===== config.mk =====
export PLATFORM = sky130hd
export DESIGN_NAME = uart_tl_host_bridge
export DESIGN_NICKNAME = d
export VERILOG_FILES = /design/src/rtl/uart_tl_host_bridge.sv
export SDC_FILE = /design/constraint.sdc
export NUM_CORES = 1
export LEC_CHECK = 0
export BUFFER_PORTS_ARGS = -buffer_cell sky130_fd_sc_hd__buf_2
export CORE_MARGIN = 8
export CORE_UTILIZATION = 55
export CTS_CLUSTER_DIAMETER = 120
export DETAILED_ROUTE_END_ITERATION = 12
export PLACE_DENSITY = 0.92
export SYNTH_ARGS = -nofsm -noshare
export SYNTH_HDL_FRONTEND = slang
export SYNTH_SLANG_ARGS = --single-unit

===== constraint.sdc =====
create_clock -name clk_i -period 6.16 [get_ports clk_i]
set_clock_uncertainty 0.1 [all_clocks]
set_input_delay 0.616 -clock clk_i [delete_from_list [all_inputs] [get_ports clk_i]]
set_output_delay 0.616 -clock clk_i [all_outputs]
set_load 0.03 [all_outputs]

===== src/rtl/uart_tl_host_bridge.sv =====
// -----------------------------------------------------------------------------
// uart_tl_host_bridge
//
// Turns a UART byte stream into single-beat TL-UL Get / PutFullData requests
// so an external PC can load and inspect on-chip scratchpads while the
// management core is held in reset.
//
// Command frames, multi-byte fields little-endian:
//   'W' (0x57) addr[7:0] .. addr[31:24] data[7:0] .. data[31:24]
//   'R' (0x52) addr[7:0] .. addr[31:24]
// Responses:
//   write: 'K' (0x4B), or 'E' (0x45) on d_error
//   read : 'K' + 4 data bytes LSB first, or 'E' alone on d_error
//
// Ports:
//   clk_i       system clock
//   rst_i       synchronous active-high reset
//   rx_data_i   received byte
//   rx_valid_i  one-cycle strobe qualifying rx_data_i
//   tx_data_o   response byte
//   tx_valid_o  response byte valid
//   tx_ready_i  transmitter accepts byte
//   tl_o        TL-UL A channel and d_ready
//   tl_i        TL-UL D channel and a_ready
//   busy_o      high whenever the bridge is not idle
//   drop_o      one-cycle pulse when an rx byte is discarded
//
// tlul_pkg below is a minimal TL-UL type package carrying just the fields
// this bridge drives and observes.
// -----------------------------------------------------------------------------

package tlul_pkg;

    localparam logic [2:0] PutFullData    = 3'h0;
    localparam logic [2:0] PutPartialData = 3'h1;
    localparam logic [2:0] Get            = 3'h4;

    typedef struct packed {
        logic [4:0] rsvd;
        logic [3:0] instr_type;
        logic [6:0] cmd_intg;
        logic [6:0] data_intg;
    } tl_a_user_t;

    // Data access (not an instruction fetch), no integrity bits.
    localparam tl_a_user_t TL_A_USER_DEFAULT = '{
        rsvd:       5'd0,
        instr_type: 4'h9,
        cmd_intg:   7'd0,
        data_intg:  7'd0
    };

    typedef struct packed {
        logic        a_valid;
        logic [2:0]  a_opcode;
        logic [2:0]  a_param;
        logic [1:0]  a_size;
        logic [7:0]  a_source;
        logic [31:0] a_address;
        logic [3:0]  a_mask;
        logic [31:0] a_data;
        tl_a_user_t  a_user;
        logic        d_ready;
    } tl_h2d_t;

    typedef struct packed {
        logic        d_valid;
        logic [2:0]  d_opcode;
        logic [2:0]  d_param;
        logic [1:0]  d_size;
        logic [7:0]  d_source;
        logic        d_sink;
        logic [31:0] d_data;
        logic [6:0]  d_user;
        logic        d_error;
        logic        a_ready;
    } tl_d2h_t;

endpackage

module uart_tl_host_bridge #(
    parameter logic [7:0]  SourceId      = 8'd0,
    parameter int unsigned TimeoutCycles = 1_250_000
) (
    input  logic              clk_i,
    input  logic              rst_i,
    input  logic [7:0]        rx_data_i,
    input  logic              rx_valid_i,
    output logic [7:0]        tx_data_o,
    output logic              tx_valid_o,
    input  logic              tx_ready_i,
    output tlul_pkg::tl_h2d_t tl_o,
    input  tlul_pkg::tl_d2h_t tl_i,
    output logic              busy_o,
    output logic              drop_o
);

    localparam logic [7:0] CmdWrite = 8'h57;
    localparam logic [7:0] CmdRead  = 8'h52;
    localparam logic [7:0] RspOk    = 8'h4B;
    localparam logic [7:0] RspErr   = 8'h45;

    // The timeout counter only ever reaches TimeoutCycles-1 before it is
    // cleared, so clog2(TimeoutCycles) bits suffice and it cannot wrap.
    localparam int unsigned TW = (TimeoutCycles > 2) ? $clog2(TimeoutCycles) : 1;
    localparam logic [TW-1:0] TimeoutLast = TW'(TimeoutCycles - 1);
    localparam bit TimeoutEn = (TimeoutCycles != 0);

    typedef enum logic [2:0] {
        IDLE,
        ADDR,
        DATA,
        REQ,
        WAIT_RSP,
        TX
    } state_e;

    state_e        state_q;
    logic          is_write_q;
    logic [2:0]    cnt_q;
    logic [TW-1:0] tcnt_q;
    logic [31:0]   addr_q;
    logic [31:0]   data_q;
    logic [31:0]   rsp_data_q;
    logic          rsp_err_q;
    logic          a_valid_q;
    logic          d_ready_q;
    logic          tx_valid_q;
    logic [7:0]    tx_data_q;
    logic          drop_q;

    logic          timeout_hit;
    logic [2:0]    tx_last;

    assign timeout_hit = TimeoutEn && (tcnt_q == TimeoutLast);
    // Writes and error responses are a single status byte; good reads add 4.
    assign tx_last     = (is_write_q || rsp_err_q) ? 3'd0 : 3'd4;

    // NOTE: every register here, including the address/data holding
    // registers, is explicitly reset so a reset mid-frame leaves no stale
    // request fields on the bus.
    always_ff @(posedge clk_i) begin
        if (rst_i) begin
            state_q    <= IDLE;
            is_write_q <= 1'b0;
            cnt_q      <= 3'd0;
            tcnt_q     <= '0;
            addr_q     <= 32'd0;
            data_q     <= 32'd0;
            rsp_data_q <= 32'd0;
            rsp_err_q  <= 1'b0;
            a_valid_q  <= 1'b0;
            d_ready_q  <= 1'b0;
            tx_valid_q <= 1'b0;
            tx_data_q  <= 8'd0;
            drop_q     <= 1'b0;
        end else begin
            // NOTE: non-blocking assignments throughout, so every branch
            // reads the pre-edge register values regardless of order.
            drop_q <= 1'b0;
            unique case (state_q)
                IDLE: begin
                    if (rx_valid_i && (rx_data_i == CmdWrite || rx_data_i == CmdRead)) begin
                        is_write_q <= (rx_data_i == CmdWrite);
                        cnt_q      <= 3'd0;
                        tcnt_q     <= '0;
                        state_q    <= ADDR;
                    end
                end

                ADDR, DATA: begin
                    if (rx_valid_i) begin
                        // A byte always beats a coincident timeout.
                        tcnt_q <= '0;
                        if (state_q == ADDR) begin
                            addr_q[8*cnt_q[1:0] +: 8] <= rx_data_i;
                        end else begin
                            data_q[8*cnt_q[1:0] +: 8] <= rx_data_i;
                        end
                        if (cnt_q == 3'd3) begin
                            cnt_q <= 3'd0;
                            if (state_q == ADDR && is_write_q) begin
                                state_q <= DATA;
                            end else begin
                                state_q   <= REQ;
                                a_valid_q <= 1'b1;
                            end
                        end else begin
                            cnt_q <= cnt_q + 3'd1;
                        end
                    end else if (timeout_hit) begin
                        tcnt_q  <= '0;
                        cnt_q   <= 3'd0;
                        state_q <= IDLE;
                    end else if (TimeoutEn) begin
                        tcnt_q <= tcnt_q + 1'b1;
                    end
                end

                REQ: begin
                    drop_q <= rx_valid_i;
                    if (tl_i.a_ready) begin
                        a_valid_q <= 1'b0;
                        d_ready_q <= 1'b1;
                        state_q   <= WAIT_RSP;
                    end
                end

                WAIT_RSP: begin
                    drop_q <= rx_valid_i;
                    if (tl_i.d_valid) begin
                        rsp_data_q <= tl_i.d_data;
                        rsp_err_q  <= tl_i.d_error;
                        d_ready_q  <= 1'b0;
                        tx_valid_q <= 1'b1;
                        tx_data_q  <= tl_i.d_error ? RspErr : RspOk;
                        cnt_q      <= 3'd0;
                        state_q    <= TX;
                    end
                end

                TX: begin
                    drop_q <= rx_valid_i;
                    if (tx_ready_i) begin
                        if (cnt_q == tx_last) begin
                            tx_valid_q <= 1'b0;
                            tx_data_q  <= 8'd0;
                            cnt_q      <= 3'd0;
                            state_q    <= IDLE;
                        end else begin
                            // cnt_q is the index of the byte just accepted;
                            // data byte cnt_q follows it.
                            tx_data_q <= rsp_data_q[8*cnt_q[1:0] +: 8];
                            cnt_q     <= cnt_q + 3'd1;
                        end
                    end
                end

                default: state_q <= IDLE;
            endcase
        end
    end

    // NOTE: the whole struct gets a default first so no field can infer a
    // latch when later assignments are edited.
    always_comb begin
        tl_o           = '0;
        tl_o.a_valid   = a_valid_q;
        tl_o.a_opcode  = is_write_q ? tlul_pkg::PutFullData : tlul_pkg::Get;
        tl_o.a_param   = 3'd0;
        tl_o.a_size    = 2'd2;
        tl_o.a_source  = SourceId;
        tl_o.a_address = {addr_q[31:2], 2'b00};
        tl_o.a_mask    = 4'hF;
        tl_o.a_data    = is_write_q ? data_q : 32'd0;
        tl_o.a_user    = tlul_pkg::TL_A_USER_DEFAULT;
        tl_o.d_ready   = d_ready_q;
    end

    assign tx_data_o  = tx_data_q;
    assign tx_valid_o = tx_valid_q;
    assign busy_o     = (state_q != IDLE);
    assign drop_o     = drop_q;

    // D-channel fields the bridge has no use for, plus the ignored low
    // address bits.
    logic unused_inputs;
    assign unused_inputs = ^{tl_i.d_opcode, tl_i.d_param, tl_i.d_size,
                             tl_i.d_source, tl_i.d_sink, tl_i.d_user,
                             addr_q[1:0]};

endmodule


=== Word level (Yosys, flattened, before mapping) ===
Index checks and enable logic that the tools add are counted.

* Shift-type cells: 3
* Reductions and logical operators: 25
* Add/subtract/negate cells: 3
* $mul: 0
* Equal/unequal tests: 20
* $lt $le $gt $ge: 0
* Multiplexer cells: 43
* Bitwise logic cells: 2
* Div/mod/pow operators: 0

{| class="wikitable"
|+ Operators with widths
! kind !! count
|-
| $bwmux 32 || 2
|-
| $mux 21 || 3
|-
| $mux 3 || 16
|-
| $pmux 21 s2 || 1
|-
| $neg 5->34 || 1
|-
| $shift 8x34->32 const A || 1
|-
| $shiftx 8x34->32 || 1
|-
| $mux 32 || 1
|-
| $shiftx 32x6->8 || 1
|-
| $mux 8 || 3
|-
| $add 21x1->21 const B || 1
|-
| $eq 21x21->1 const B || 1
|-
| $eq 8x7->1 const B || 2
|-
| $ne 2x2->1 const B || 8
|-
| $pmux 8 s2 || 1
|-
| $pmux 3 s5 || 1
|-
| $pmux 3 s4 || 1
|-
| $reduce_and 3->1 || 4
|-
| $mux 1 || 10
|-
| $reduce_and 5->1 || 2
|-
| $eq 3x2->1 const B || 3
|-
| $reduce_bool 2->1 || 4
|-
| $reduce_and 7->1 || 1
|-
| $eq 3x3->1 const B || 2
|-
| other kinds (16) || 25
|}

* Word-level logic and storage cells: 109
* Bits in writable memories: 0
* Latch bits: 0
* Memories kept: 0
* Output and inout port bits: 120
* Register bits: 137
* ROM bits: 0

=== Logic depth before layout (Yosys ltp) ===
Gate-level depths: netlist of the first run.

* Depth after elaboration: 6
* Gate-level depth with buffers: 9
* Depth with buffers taken out: 7

=== Worst setup path after synthesis of the first run ===
No wires, ideal clock.

* Path kind: reg2reg
* Start: register cnt_q[1]
* End: register state_q[1]
* Buffers on the path: 1
* Arrival time: 2.193 ns
* Setup slack: 3.745 ns
* Clock period less this slack: 2.415 ns
* Cell stages (with the launch flop): 9
* Cells stage by stage: dfxtp_1 > clkbuf_1 > inv_1 > ha_1 > inv_1 > o31ai_1 > nand4_1 > or3_4 > mux2_4

* Longest elaborated chain between the ends: 3
* Elaborated cells between the ends (all ways): 5
* Classes of those cells: 4 x eq/ne; 1 x reduce/logical

{| class="wikitable"
|+ RTL lines
! what !! line !! text
|-
| start: declaration || 120 || <nowiki>logic [2:0] cnt_q;</nowiki>
|-
| start signal: assignment || 189 || <nowiki>cnt_q <= cnt_q + 3'd1;</nowiki>
|-
| start signal: assignment || 234 || <nowiki>cnt_q <= cnt_q + 3'd1;</nowiki>
|-
| $eq 3x2->1 or $eq 3x3->1 (tied branches) || 180, 225 ||
|-
| $ne 3x3->1 (no line) or $ne 2x2->1 (tied branches) || -- ||
|-
| $reduce_and 7->1 (no line) * || -- ||
|-
| end signal: assignment || 183 || <nowiki>state_q <= DATA;</nowiki>
|-
| end signal: assignment || 185 || <nowiki>state_q <= REQ;</nowiki>
|-
| end signal: assignment || 194 || <nowiki>state_q <= IDLE;</nowiki>
|-
| end: declaration || 118 || <nowiki>state_e state_q;</nowiki>
|}

Mark *: on every way between the ends. The rest lies on a longest branch, timed or not.
A chain may end at the register's enable or synchronous reset.

=== Worst setup path after layout of the first run ===
* Start: register state_q[0]
* End: register state_q[1]

* Longest elaborated chain between the ends: 4
* Elaborated cells between the ends (all ways): 16
* Classes of those cells: 12 x eq/ne; 1 x mux; 3 x reduce/logical

{| class="wikitable"
|+ RTL lines
! what !! line !! text
|-
| start signal: assignment || 144 || <nowiki>state_q <= IDLE;</nowiki>
|-
| start signal: assignment || 167 || <nowiki>state_q <= ADDR;</nowiki>
|-
| start signal: assignment || 183 ||
|-
| $eq 3x1->1 or $eq 3x2->1 (tied branches) || 161 || <nowiki>unique case (state_q)</nowiki>
|-
| $reduce_or 2->1 || 161 ||
|-
| $ne 3x3->1 (no line) || -- ||
|-
| $reduce_and 7->1 (no line) || -- ||
|}

Parallel ways exist; a longest one is shown, timed or not.

==> impl_results.md, run 1 <==
* Status: completed
* Die Area at 15,600 sq um
* Post-synthesis instance area at 6520 sq um
* Final Hold Slack at 0.330 ns
* Placement Rows at 39
* Via Count at 6,008
* Iteration-0 DRC count of the detailed router at 559
* H-Tree Level Count at 4
* Cell Int Power at 1.53 mW
* Crit path DAT at 3.23 ns
* Number of antenna violations at the first check in global routing at 0
* Non-filler instance count after layout at 1,047
* I/O pin total at 191
* Source-to-sink clock delay at the later pin of the worst-skew pair at 0.42 ns
* Count of nets left with antenna violations after detail routing at 0
* Fraction of power consumed by sequential logic at 42.7%
* Antenna diode count at 0
* Most instantiated flip-flop cell in the synthesis netlist: sky130_fd_sc_hd__dfxtp_1
* Die span in y at 125 microns
* Top post-synthesis cells by area: sky130_fd_sc_hd__dfxtp_1, sky130_fd_sc_hd__nand2_1, sky130_fd_sc_hd__a21oi_1, sky130_fd_sc_hd__buf_4, sky130_fd_sc_hd__nand3_1
* Initial core utilization at 56.6%
* WL per Instance at 16.7 microns
* Final hold viol count at 0
* Number of buffer cells added on primary ports at 122
* Min Clock Period, post-route at 3.02 ns
* Core Region at 11,500 sq um
* Share of the core filled with cells in the final layout at 64.7%
* Part of the total power dissipated in the clock network at 45.5%
* Post-synth EDFFs at 0
* Root Buffer: sky130_fd_sc_hd__clkbuf_16
* Count of cells resized by post-cts repair at 0
* Switching share of power at 27.6%
* Synthesized area per cell at 8.00 sq um
* Max IR drop VDD at 0.188 mV
* Width of the die at 125 microns
* Post-detailed-route DRC marker count at 0
* Maximum number of pins on one net before global-route repair at 109
* Layout cell share with drive strength beyond 1 at 19.6%
* Async set-reset flop share out of synthesis at 0%
* Last weighted congestion value of the routability-driven placer at 0.841
* Number of filler instances in the final layout at 975
* Number of vias per cell at 5.74
* Number of buffers created by CTS at 17
* Number of clock sinks seen by CTS at 135
* Buffer count from post-CTS setup fixing at 0
* CP Cell Sequence: xnor2_1 -> nor3_1 -> o41a_1 -> buf_4 -> or3_4 -> mux2_4
* Critical path type: flop to flop
* Growth of design area from synthesis to finish at 14.3%
* Register area share after synthesis at 41.4%
* CTS Hold Buffers Added at 0
* Global-route wire length before repair at 27,800 microns
* Cell leakage power at 2.87 nW
* CTS clk-pin slew, worst paths at 0.06 ns
* Number of global-route vias before repair at 5,580
* Critical Path RT at 6.37 ns
* Number of iterations in the first detailed-routing pass at 6
* Slew at the pin closest to its max-slew limit at 1.15 ns
* Count of unique library cells instantiated by Yosys at 57
* RSZ-0062 raised after global routing: no
* Max stage delay cell, worst path: sky130_fd_sc_hd__dfxtp_1
* Overflow after GRT at 0
* Number of warnings issued by yosys at 0
* Wire length after detailed routing at 17,500 microns
* Headroom to the max-slew limit at 23.1%
* Register bit total from synthesis at 135
* Cell accounting for the most synthesized area: sky130_fd_sc_hd__dfxtp_1
* Setup crit start kind: flop
* Number of pins exceeding their max-slew limit in the final report at 0
* Cell Count Post-Placement at 1,015
* Tot GR Track Use at 21.5%
* Final Net Count at 970
* Hpwl dp at 11,900 microns
* Max Root-Sink Buffers at 2
* Ratio of total power to cell area at 284 nW/um^2
* CP max stage delay at 0.69 ns
* Part of the total power dissipated in combinational logic at 11.8%
* Gate count of the mapped netlist at 815
* Hold WC Path Type: input pin to flop
* Final TNS setup at 0 ns
* Count of maximum capacitance violations at 0
* Crit share post-route at 49.1%
* Setup violators final at 0
* Critical Path Fanout Max at 24
* Sw power at 0.583 mW
* Top achievable clock speed at 0.331 GHz
* Share of the synthesized area in the top cell type at 41.4%
* CTS tree: yes
* Worst Setup End Kind: flop
## final cells by class
cell class | count | area [sq um] | area share [%]
inverter | 10 | 37.5 | 0.504
sequential | 135 | 2700 | 36.3
clock buffer | 20 | 467 | 6.26
multi-input combinational | 601 | 3320 | 44.6
timing repair buffer | 126 | 643 | 8.63
clock inverter | 12 | 100 | 1.34
tap | 143 | 179 | 2.40
## per-layer routing
layer,up-vias,global-route usage (%),part of all wire (%)
met1,2828,25.8,41
met5,-,0,0
li1,2900,-,-
met4,0,10.2,2.1
met2,247,35.1,50
met3,33,5.69,7.1
## cell usage after synthesis, types with 6 or more instances
cell type / number
sky130_fd_sc_hd__nand2_1: 149
sky130_fd_sc_hd__dfxtp_1: 135
sky130_fd_sc_hd__ha_1: 8
sky130_fd_sc_hd__a311oi_1: 13
sky130_fd_sc_hd__mux4_2: 8
sky130_fd_sc_hd__a31oi_1: 6
sky130_fd_sc_hd__o31ai_1: 6
sky130_fd_sc_hd__buf_4: 47
sky130_fd_sc_hd__nor2_1: 33
sky130_fd_sc_hd__and2_1: 42
sky130_fd_sc_hd__nand3_1: 64
sky130_fd_sc_hd__nor3b_1: 6
sky130_fd_sc_hd__a22oi_1: 15
sky130_fd_sc_hd__clkbuf_1: 56
sky130_fd_sc_hd__o21ai_0: 15
sky130_fd_sc_hd__inv_1: 9
sky130_fd_sc_hd__and3_1: 8
sky130_fd_sc_hd__a41oi_1: 6
sky130_fd_sc_hd__a21oi_1: 106
sky130_fd_sc_hd__nor3_1: 13
sky130_fd_sc_hd__nand4_1: 6
## sequential cells by signal (all words and copies together) (netlist names)
signal and count:
is_write_q 1, rsp_data_q 32, data_q 32, cnt_q 3, tx_valid_o 1, d_ready_q 1, tx_data_o 8, state_q 3
addr_q 30, rsp_err_q 1, a_valid_q 1, drop_o 1, tcnt_q 21
## power by group through the flow
| stage | clock network, mW | logic, mW | registers (mW) |
|---|---|---|---|
| final | 0.962 | 0.250 | 0.903 |
| after global routing | 1.01 | 0.268 | 0.905 |
| after CTS | 0.971 | 0.245 | 0.903 |
| after detailed placement | 0 | 0.244 | 0.922 |
| after global placement | 0 | 0.238 | 0.921 |
| after floorplan | 0 | 0.217 | 0.915 |
## cells in the final DEF (no fill, tap or decap), drive strengths merged, types with 3 or more instances in the layout
cell / netlist / routed
nand2: 149 / 149
dfxtp: 135 / 135
buf: 55 / 126
a21oi: 106 / 106
nand3: 64 / 64
conb: 2 / 44
and2: 42 / 42
nor2: 33 / 33
clkbuf: 56 / 20
o21ai: 15 / 15
a22oi: 15 / 15
nor3: 13 / 13
a311oi: 13 / 13
inv: 9 / 10
and3: 8 / 8
mux4: 8 / 8
ha: 8 / 8
clkinv: 1 / 8
nand4: 6 / 6
o31ai: 6 / 6
a41oi: 6 / 6
a31oi: 6 / 6
nor3b: 6 / 6
nand3b: 5 / 5
nand2b: 5 / 5
or3: 5 / 5
nor4: 4 / 4
and4: 3 / 3
or2: 3 / 3
clkinvlp: 0 / 3
## path summary, 6_finish.rpt
path	startpoint	endpoint	slack, ns	cells past startpoint
worst min register to register	data_q[17]	data_q[17]	0.35	2
worst max register to register	state_q[0]	state_q[1]	3.14	6
worst min-delay path	tl_i[13]	rsp_data_q[4]	0.33	3
worst max-delay path	state_q[0]	state_q[1]	3.14	6
## cells by family after synthesis
logic type | Yosys count | synth area share [%]
other | 2 | 0.115
multiplexers | 11 | 3.30
AO/OA/AOI/OAI | 184 | 17.3
flip-flops | 135 | 41.4
XOR/XNOR | 2 | 0.269
adder cells (fa/ha/maj) | 8 | 1.53
buffers and inverters | 121 | 10.0
AND/OR/NAND/NOR | 352 | 26.1
## worst max-delay path: cells and delay by family, from the launching register on
| family | cells | cell delay [ns] |
|---|---|---|
| AND/OR/NAND/NOR | 2 | 0.66 |
| XOR/XNOR | 1 | 0.23 |
| multiplexers | 1 | 0.29 |
| buffers and inverters | 1 | 0.36 |
| flip-flops | 1 | 0.69 |
| AO/OA/AOI/OAI | 1 | 0.58 |
## metrics by stage
stage	worst slack [ns]	instance area, sq um	total power, mW
6_report	3.14	7450	2.12
5_1_grt	2.88	7450	2.19
4_1_cts	3.16	7450	2.12
3_5_place_dp	3.18	6890	1.17
3_3_place_gp	3.25	6890	1.16
2_1_floorplan	3.75	6680	1.13
No activity file was read; power rests on OpenSTA's default activity.
==> inputs of run 2 (changes only) <==
Settings changed: CORE_UTILIZATION 55 to 52, PLACE_DENSITY 0.92 to 0.88.
Clock period 6.16 ns to 3 ns, I/O delays scaled along.
==> run 2 against run 1 <==
Effect of this change:
- non-clock buffer count increased by 12
- power up 110%
- critical endpoint unchanged
- largest power group unchanged
- highest routed layer unchanged
- critical path depth is 1 lower
==> impl_results.md, run 2 (synthesis gave the netlist of run 1 again) <==
* I/O pin total at 191 (unchanged)
* Slew at the pin closest to its max-slew limit at 1.06 ns (-0.0875 ns)
* Total power after layout at 4.40 mW (+110%)
* Registers with the most flip-flops: data_q x32, rsp_data_q x32, addr_q x30
* Max IR drop VDD at 0.388 mV (+110%)
* Cell Int Power at 3.23 mW (+110%)
* Critical Path Fanout Max at 10 (-58%)
* Setup violators final at 0 (unchanged)
* Core Region at 12,400 sq um (+7.8%)
* Number of buffers created by CTS at 17 (unchanged)
* H-Tree Level Count at 4 (unchanged)
* Min Clock Period, post-route at 2.50 ns (-0.520 ns)
* Final Hold Slack at 0.0134 ns (-0.317 ns)
* Setup crit start kind: flop
* Max Root-Sink Buffers at 2 (unchanged)
* Iteration-0 DRC count of the detailed router at 503 (-10%)
* CP Cell Sequence: ha_1 -> nand3_1 -> o41a_1 -> or3_4 -> mux2_4
* Crit path DAT at 2.71 ns (-0.52 ns)
* Number of vias per cell at 5.50 (-4.2%)
* Global-route wire length before repair at 27,700 microns (-0.22%)
* Max stage delay cell, worst path: sky130_fd_sc_hd__o41a_1
* Overflow after GRT at 0 (unchanged)
* WL per Instance at 15.7 microns (-5.9%)
* CP max stage delay at 0.64 ns (-0.05 ns)
* Number of iterations in the first detailed-routing pass at 6 (unchanged)
* Maximum number of pins on one net before global-route repair at 78 (-28%)
* Count of nets left with antenna violations after detail routing at 0 (unchanged)
* Source-to-sink clock delay at the later pin of the worst-skew pair at 0.42 ns (about the same)
* Wire length after detailed routing at 17,100 microns (-2.3%)
* Final hold viol count at 0 (unchanged)
* Last weighted congestion value of the routability-driven placer at 0.845 (+0.44%)
* Commonest cells after routing, fill and taps aside: sky130_fd_sc_hd__nand2_1, sky130_fd_sc_hd__dfxtp_1, sky130_fd_sc_hd__buf_2
* Critical Path RT at 3.20 ns (-3.17 ns)
* Cell leakage power at 2.93 nW (+2.1%)
* Hpwl dp at 11,900 microns (+0.41%)
* Critical path type: flop to flop
* Status: completed
* Number of buffer cells added on primary ports at 122 (unchanged)
* CTS tree: yes
* Width of the die at 128 microns (+2.5%)
* Final Net Count at 982 (+1.2%)
* Placement Rows at 41 (+5.1%)
* Final TNS setup at 0 ns (unchanged)
* Switching share of power at 26.7% (-0.86 points)
* Antenna diode count at 0 (unchanged)
* Ratio of total power to cell area at 581 nW/um^2 (+100%)
* Part of the total power dissipated in combinational logic at 12.9% (+1.1 points)
* Worst Setup End Kind: flop
* CTS Hold Buffers Added at 0 (unchanged)
* Sw power at 1.18 mW (+100%)
* Die Area at 16,400 sq um (+5.0%)
* Count of cells resized by post-cts repair at 0 (unchanged)
* Number of clock sinks seen by CTS at 135 (unchanged)
* Number of antenna violations at the first check in global routing at 0 (unchanged)
* Number of pins exceeding their max-slew limit in the final report at 0 (unchanged)
* Part of the total power dissipated in the clock network at 45.6% (about the same)
* Tot GR Track Use at 20.8% (-0.69 points)
* Post-detailed-route DRC marker count at 0 (unchanged)
* Fraction of power consumed by sequential logic at 41.5% (-1.2 points)
* CTS clk-pin slew, worst paths at 0.06 ns (about the same)
* Headroom to the max-slew limit at 29.0% (+5.9 points)
* Via Count at 5,978 (-0.50%)
* Growth of design area from synthesis to finish at 16.2%
* RSZ-0062 raised after global routing: no
* Initial core utilization at 52.5% (-4.1 points)
* Layout cell share with drive strength beyond 1 at 20.1% (+0.53 points)
* Crit share post-route at 83.5% (+34 points)
* Die span in y at 128 microns (+2.5%)
* Count of maximum capacitance violations at 0 (unchanged)
* Hold WC Path Type: input pin to flop
* Top achievable clock speed at 0.399 GHz (+21%)
* Buffer count from post-CTS setup fixing at 0 (unchanged)
* Most common cell after layout, fill and taps aside: sky130_fd_sc_hd__nand2_1
* Root Buffer: sky130_fd_sc_hd__clkbuf_16
* Number of global-route vias before repair at 5,657 (+1.4%)
## run 2: changes by cell type in the layout (fill, tap and decap cells not counted), sizes merged
cell	previous run	this run
inv	10	9
bufinv	1	2
clkinvlp	3	2
buf	126	138
clkinv	8	5
clkbuf	20	23
## run 2: final timing paths
kind	start	slack (ns)	cells after the start	to
setup / recovery	tcnt_q[0]	0.50	5	state_q[1]
hold / removal	tl_i[12]	0.01	3	rsp_data_q[3]
setup reg to reg	tcnt_q[0]	0.50	5	state_q[1]
hold reg to reg	data_q[16]	0.35	2	data_q[16]
## run 2: metal layers
layer	track usage, %	wire, microns	vias to the layer above
met5	0	0	-
met1	25.2	7270	2769
met2	34.3	8270	242
li1	-	-	2925
met4	9.93	523	0
met3	4.74	1050	42
## run 2: stage by stage
stage	util (%)	area (sq um)	setup slack (ns)	instances
2_1_floorplan	-	6680	0.585	857
3_3_place_gp	56.5	7010	0.586	1056
3_5_place_dp	56.5	7010	0.528	1056
4_1_cts	61.1	7580	0.508	1087
5_1_grt	61.1	7580	0.370	1087
6_report	61.1	7580	0.496	1087
## run 2: power by group through the flow
stage                     Combinational (mW)  Clock (mW)  Sequential, mW
after CTS                              0.556        2.03            1.83
after floorplan                        0.446           0            1.88
final                                  0.568        2.01            1.83
after detailed placement               0.553           0            1.87
after global routing                   0.612        2.11            1.83
after global placement                 0.541           0            1.87
## run 2: final cells by class
| class | instances | area, sq um |
|---|---|---|
| flip-flops and latches | 135 | 2700 |
| clock buffers | 23 | 468 |
| well taps | 172 | 215 |
| repair buffers | 138 | 733 |
| fillers | 1118 | 4830 |
| clock inverters | 8 | 98.8 |
| multi-input cells | 601 | 3320 |
| inverters | 10 | 37.5 |
## run 2: worst max-delay path: cells and delay by family (launching register included)
family | cells | cell delay [ns]
adders and majority gates | 1 | 0.23
muxes | 1 | 0.30
and+or+nand+nor | 2 | 0.71
DFF | 1 | 0.42
AOI/OAI and AO/OA | 1 | 0.64
==> inputs of run 3 (changes only) <==
Settings changed: ABC_AREA set to 1, CORE_UTILIZATION 52 to 53, PLACE_DENSITY 0.88 to 0.89.
Clock period 3 ns to 2.5 ns, I/O delays scaled along.
==> run 3 against run 2 <==
Effect of this change:
- critical path depth increased by 5
- routed wire length up 5.4%
- fmax grew 18%
- largest power group unchanged
- non-clock buffer count increased by 2
- power rose by 54%
- register-to-register slack worse by 0.12 ns
==> impl_results.md, run 3 <==
* Crit share post-route at 84.9% (+1.4 points)
* Final Hold Slack at 0.00797 ns (-0.00540 ns)
* Layout cell share with drive strength beyond 1 at 17.2% (-2.9 points)
* Number of pins exceeding their max-slew limit in the final report at 0 (unchanged)
* Most frequent cell after synthesis: sky130_fd_sc_hd__nand2_1
* Slew at the pin closest to its max-slew limit at 0.854 ns (-0.211 ns)
* Cell Count Post-Placement at 1,252 (+19%)
* Setup crit start kind: flop
* Number of antenna violations at the first check in global routing at 1 (+1)
* Number of clock sinks seen by CTS at 135 (unchanged)
* Critical Path Fanout Max at 31 (+21)
* Cell leakage power at 3.73 nW (+27%)
* Reg2Reg Launch Point: cnt_q[0]
* Share of the core filled with cells in the final layout at 63.1% (+2.1 points)
* Synth cell count leaders: sky130_fd_sc_hd__nand2_1, sky130_fd_sc_hd__dfxtp_1, sky130_fd_sc_hd__a21oi_1
* Minimum setup slack among reg-to-reg paths at 0.38 ns (-0.12 ns)
* Ratio of total power to cell area at 855 nW/um^2 (+47%)
* Critical path type: flop to flop
* Capturing element of the worst setup path: state_q[2]
* Status: completed
* Non-filler instance count after layout at 1,291 (+19%)
* Via Count at 6,632 (+11%)
* CP max stage delay at 0.35 ns (-0.29 ns)
* Worst Setup End Kind: flop
* Registers with the most flip-flops: data_q x32, rsp_data_q x32, addr_q x30
* Final hold viol count at 0 (unchanged)
* Number of global-route vias before repair at 6,153 (+8.8%)
* Cell Int Power at 4.36 mW (+35%)
* Top Family by Delay on Critical Path: simple AND/OR/NAND/NOR gates
* Count of maximum capacitance violations at 0 (unchanged)
* Crit path DAT at 2.38 ns (-0.33 ns)
* Final Net Count at 1,184 (+21%)
* WL per Instance at 14.0 microns (-11%)
* Global-route wire length before repair at 29,000 microns (+4.6%)
* Number of buffer cells added on primary ports at 122 (unchanged)
* Critical Path RT at 2.75 ns (-0.45 ns)
* Number of vias per cell at 5.14 (-6.6%)
* Width of the die at 129 microns (+0.45%)
* Fraction of power consumed by sequential logic at 36.7% (-4.8 points)
* Maximum number of pins on one net before global-route repair at 78 (unchanged)
* Final TNS setup at 0 ns (unchanged)
* I/O pin total at 191 (unchanged)
* Most common cell after layout, fill and taps aside: sky130_fd_sc_hd__nand2_1
* Max Root-Sink Buffers at 2 (unchanged)
* CP Cell Sequence: buf_4 -> ha_1 -> ha_1 -> inv_1 -> nand2_1 -> nor3_1 -> a21oi_1 -> nand3_2 -> and2_1 -> nor2_1
* Worst-case reg-to-reg path depth at 10 (+5)
* Top achievable clock speed at 0.471 GHz (+18%)
* H-Tree Level Count at 4 (unchanged)
* Number of gates on the worst path with buffers counted at 10 (+5)
* Growth of design area from synthesis to finish at 17.7%
* CTS clk-pin slew, worst paths at 0.06 ns (about the same)
* Part of the total power dissipated in the clock network at 36.9% (-8.7 points)
* Post-synthesis instance area at 6720 sq um (+3.0%)
* Hold WC Path Type: input pin to flop
* Top post-synthesis cells by area: sky130_fd_sc_hd__dfxtp_1, sky130_fd_sc_hd__nand2_1, sky130_fd_sc_hd__a21oi_1, sky130_fd_sc_hd__inv_1, sky130_fd_sc_hd__nor2_1
* Max IR drop VDD at 0.563 mV (+45%)
* Max stage delay cell, worst path: sky130_fd_sc_hd__a21oi_1
* Overflow after GRT at 0 (unchanged)
* Source-to-sink clock delay at the later pin of the worst-skew pair at 0.43 ns (about the same)
* Post-synth EDFFs at 0 (unchanged)
* Share of the synthesized area in the top cell type at 40.2% (-1.2 points)
* Part of the total power dissipated in combinational logic at 26.3% (+13 points)
* Die span in y at 129 microns (+0.45%)
* Placement Rows at 41 (unchanged)
* Initial core utilization at 53.6% (+1.1 points)
* Number of iterations in the first detailed-routing pass at 7 (+1)
* Synthesized area per cell at 6.78 sq um (-15%)
* Iteration-0 DRC count of the detailed router at 740 (+47%)
* Count of nets left with antenna violations after detail routing at 0 (unchanged)
* Async set-reset flop share out of synthesis at 0% (unchanged)
* RSZ-0062 raised after global routing: no
* Number of warnings issued by yosys at 0 (unchanged)
* Number of buffers created by CTS at 17 (unchanged)
* Switching share of power at 35.5% (+8.7 points)
* Cell accounting for the most synthesized area: sky130_fd_sc_hd__dfxtp_1
* Die Area at 16,500 sq um (+0.90%)
* Post-detailed-route DRC marker count at 0 (unchanged)
* Register area share after synthesis at 40.2% (-1.2 points)
* CTS tree: yes
* Crit-path most repeated cell: sky130_fd_sc_hd__ha_1
* Gate count of the mapped netlist at 990 (+21%)
* Min Clock Period, post-route at 2.12 ns (-0.381 ns)
* Core Region at 12,500 sq um (+0.83%)
* Register bit total from synthesis at 135 (unchanged)
* Last weighted congestion value of the routability-driven placer at 0.900 (+6.5%)
* Wire length after detailed routing at 18,000 microns (+5.4%)
* Startpoint of the worst setup timing path: cnt_q[0]
* Headroom to the max-slew limit at 43.1% (+14 points)
* Commonest cells after routing, fill and taps aside: sky130_fd_sc_hd__nand2_1, sky130_fd_sc_hd__dfxtp_1, sky130_fd_sc_hd__a21oi_1
* Count of unique library cells instantiated by Yosys at 39 (-32%)
* Tot GR Track Use at 21.7% (+0.92 points)
* Destination of the worst register-to-register timing path: state_q[2]
* Hpwl dp at 13,200 microns (+11%)
* Root Buffer: sky130_fd_sc_hd__clkbuf_16
* Most instantiated flip-flop cell in the synthesis netlist: sky130_fd_sc_hd__dfxtp_1
* Sw power at 2.40 mW (+100%)
* Setup violators final at 0 (unchanged)
* Buf/Inv on CP at 2 (+2)
-- run 3: cell families (layout without fill, tap and decap cells) --
family,count (synthesis),in the layout,share of synthesized area (%)
AOI/OAI and AO/OA,202,202,15.5
xor gates and xnor gates,5,5,0.652
adders and majority gates,8,8,1.49
buffers and inverters,201,287,14.5
DFF,135,135,40.2
other,2,45,0.112
and+or+nand+nor,437,437,27.5
-- run 3: power by group through the flow --
stage	sequential, mW	combinational (mW)	clock, mW
floorplan	2.59	1.34	0
global placement	2.51	1.69	0
detailed placement	2.52	1.73	0
CTS	2.48	1.76	2.51
global route	2.50	1.96	2.61
finish	2.48	1.78	2.50
-- run 3: per-stage QoR --
step                setup WS, ns  power, mW  area, sq um
floorplan                  0.240       3.93         6870
global placement           0.500       4.21         7250
detailed placement         0.428       4.25         7250
CTS                        0.387       6.75         7900
global route               0.185       7.07         7900
finish                     0.377       6.76         7900
-- run 3: routing by layer --
layer / vias up / share of wire, % / track usage, %
met2: 279 / 48 / 35.9
met3: 55 / 8.1 / 5.59
met1: 3007 / 41 / 26.2
li1: 3289 / - / -
met4: 2 / 3.1 / 9.54
met5: - / 0.044 / 0
-- run 3: repair_timing --
item | 4_1_cts | 5_1_grt
gates resized for setup | 0 | 0
hold endpoints to repair | 6 | 0
hold buffers | 6 | 0
setup buffers | 0 | 0
-- run 3: worst min-delay path, stage by stage --
cell	delay [ns]
sky130_fd_sc_hd__buf_2	0.09
sky130_fd_sc_hd__nand3_1	0.07
sky130_fd_sc_hd__a21oi_1	0.06
-- run 3: worst min path at each step --
| stage | to | cells after the start | startpoint |
|---|---|---|---|
| 2_1_floorplan | drop_o | 2 | rx_valid_i |
| 3_3_place_gp | rsp_data_q[21] | 2 | rsp_data_q[21] |
| 3_5_place_dp | rsp_data_q[26] | 2 | rsp_data_q[26] |
| 4_1_cts | rsp_data_q[25] | 3 | tl_i[34] |
| 5_1_grt | data_q[1] | 3 | rx_data_i[1] |
| 6_report | rsp_data_q[28] | 3 | tl_i[37] |
-- run 3: final cells by class --
type / instances / area [sq um]
diodes: 1 / 2.50
clock buffers: 19 / 453
clock inverters: 13 / 141
fillers: 1118 / 4610
inverters: 115 / 432
multi-input cells: 696 / 3200
flip-flops and latches: 135 / 2700
well taps: 172 / 215
repair buffers: 140 / 761
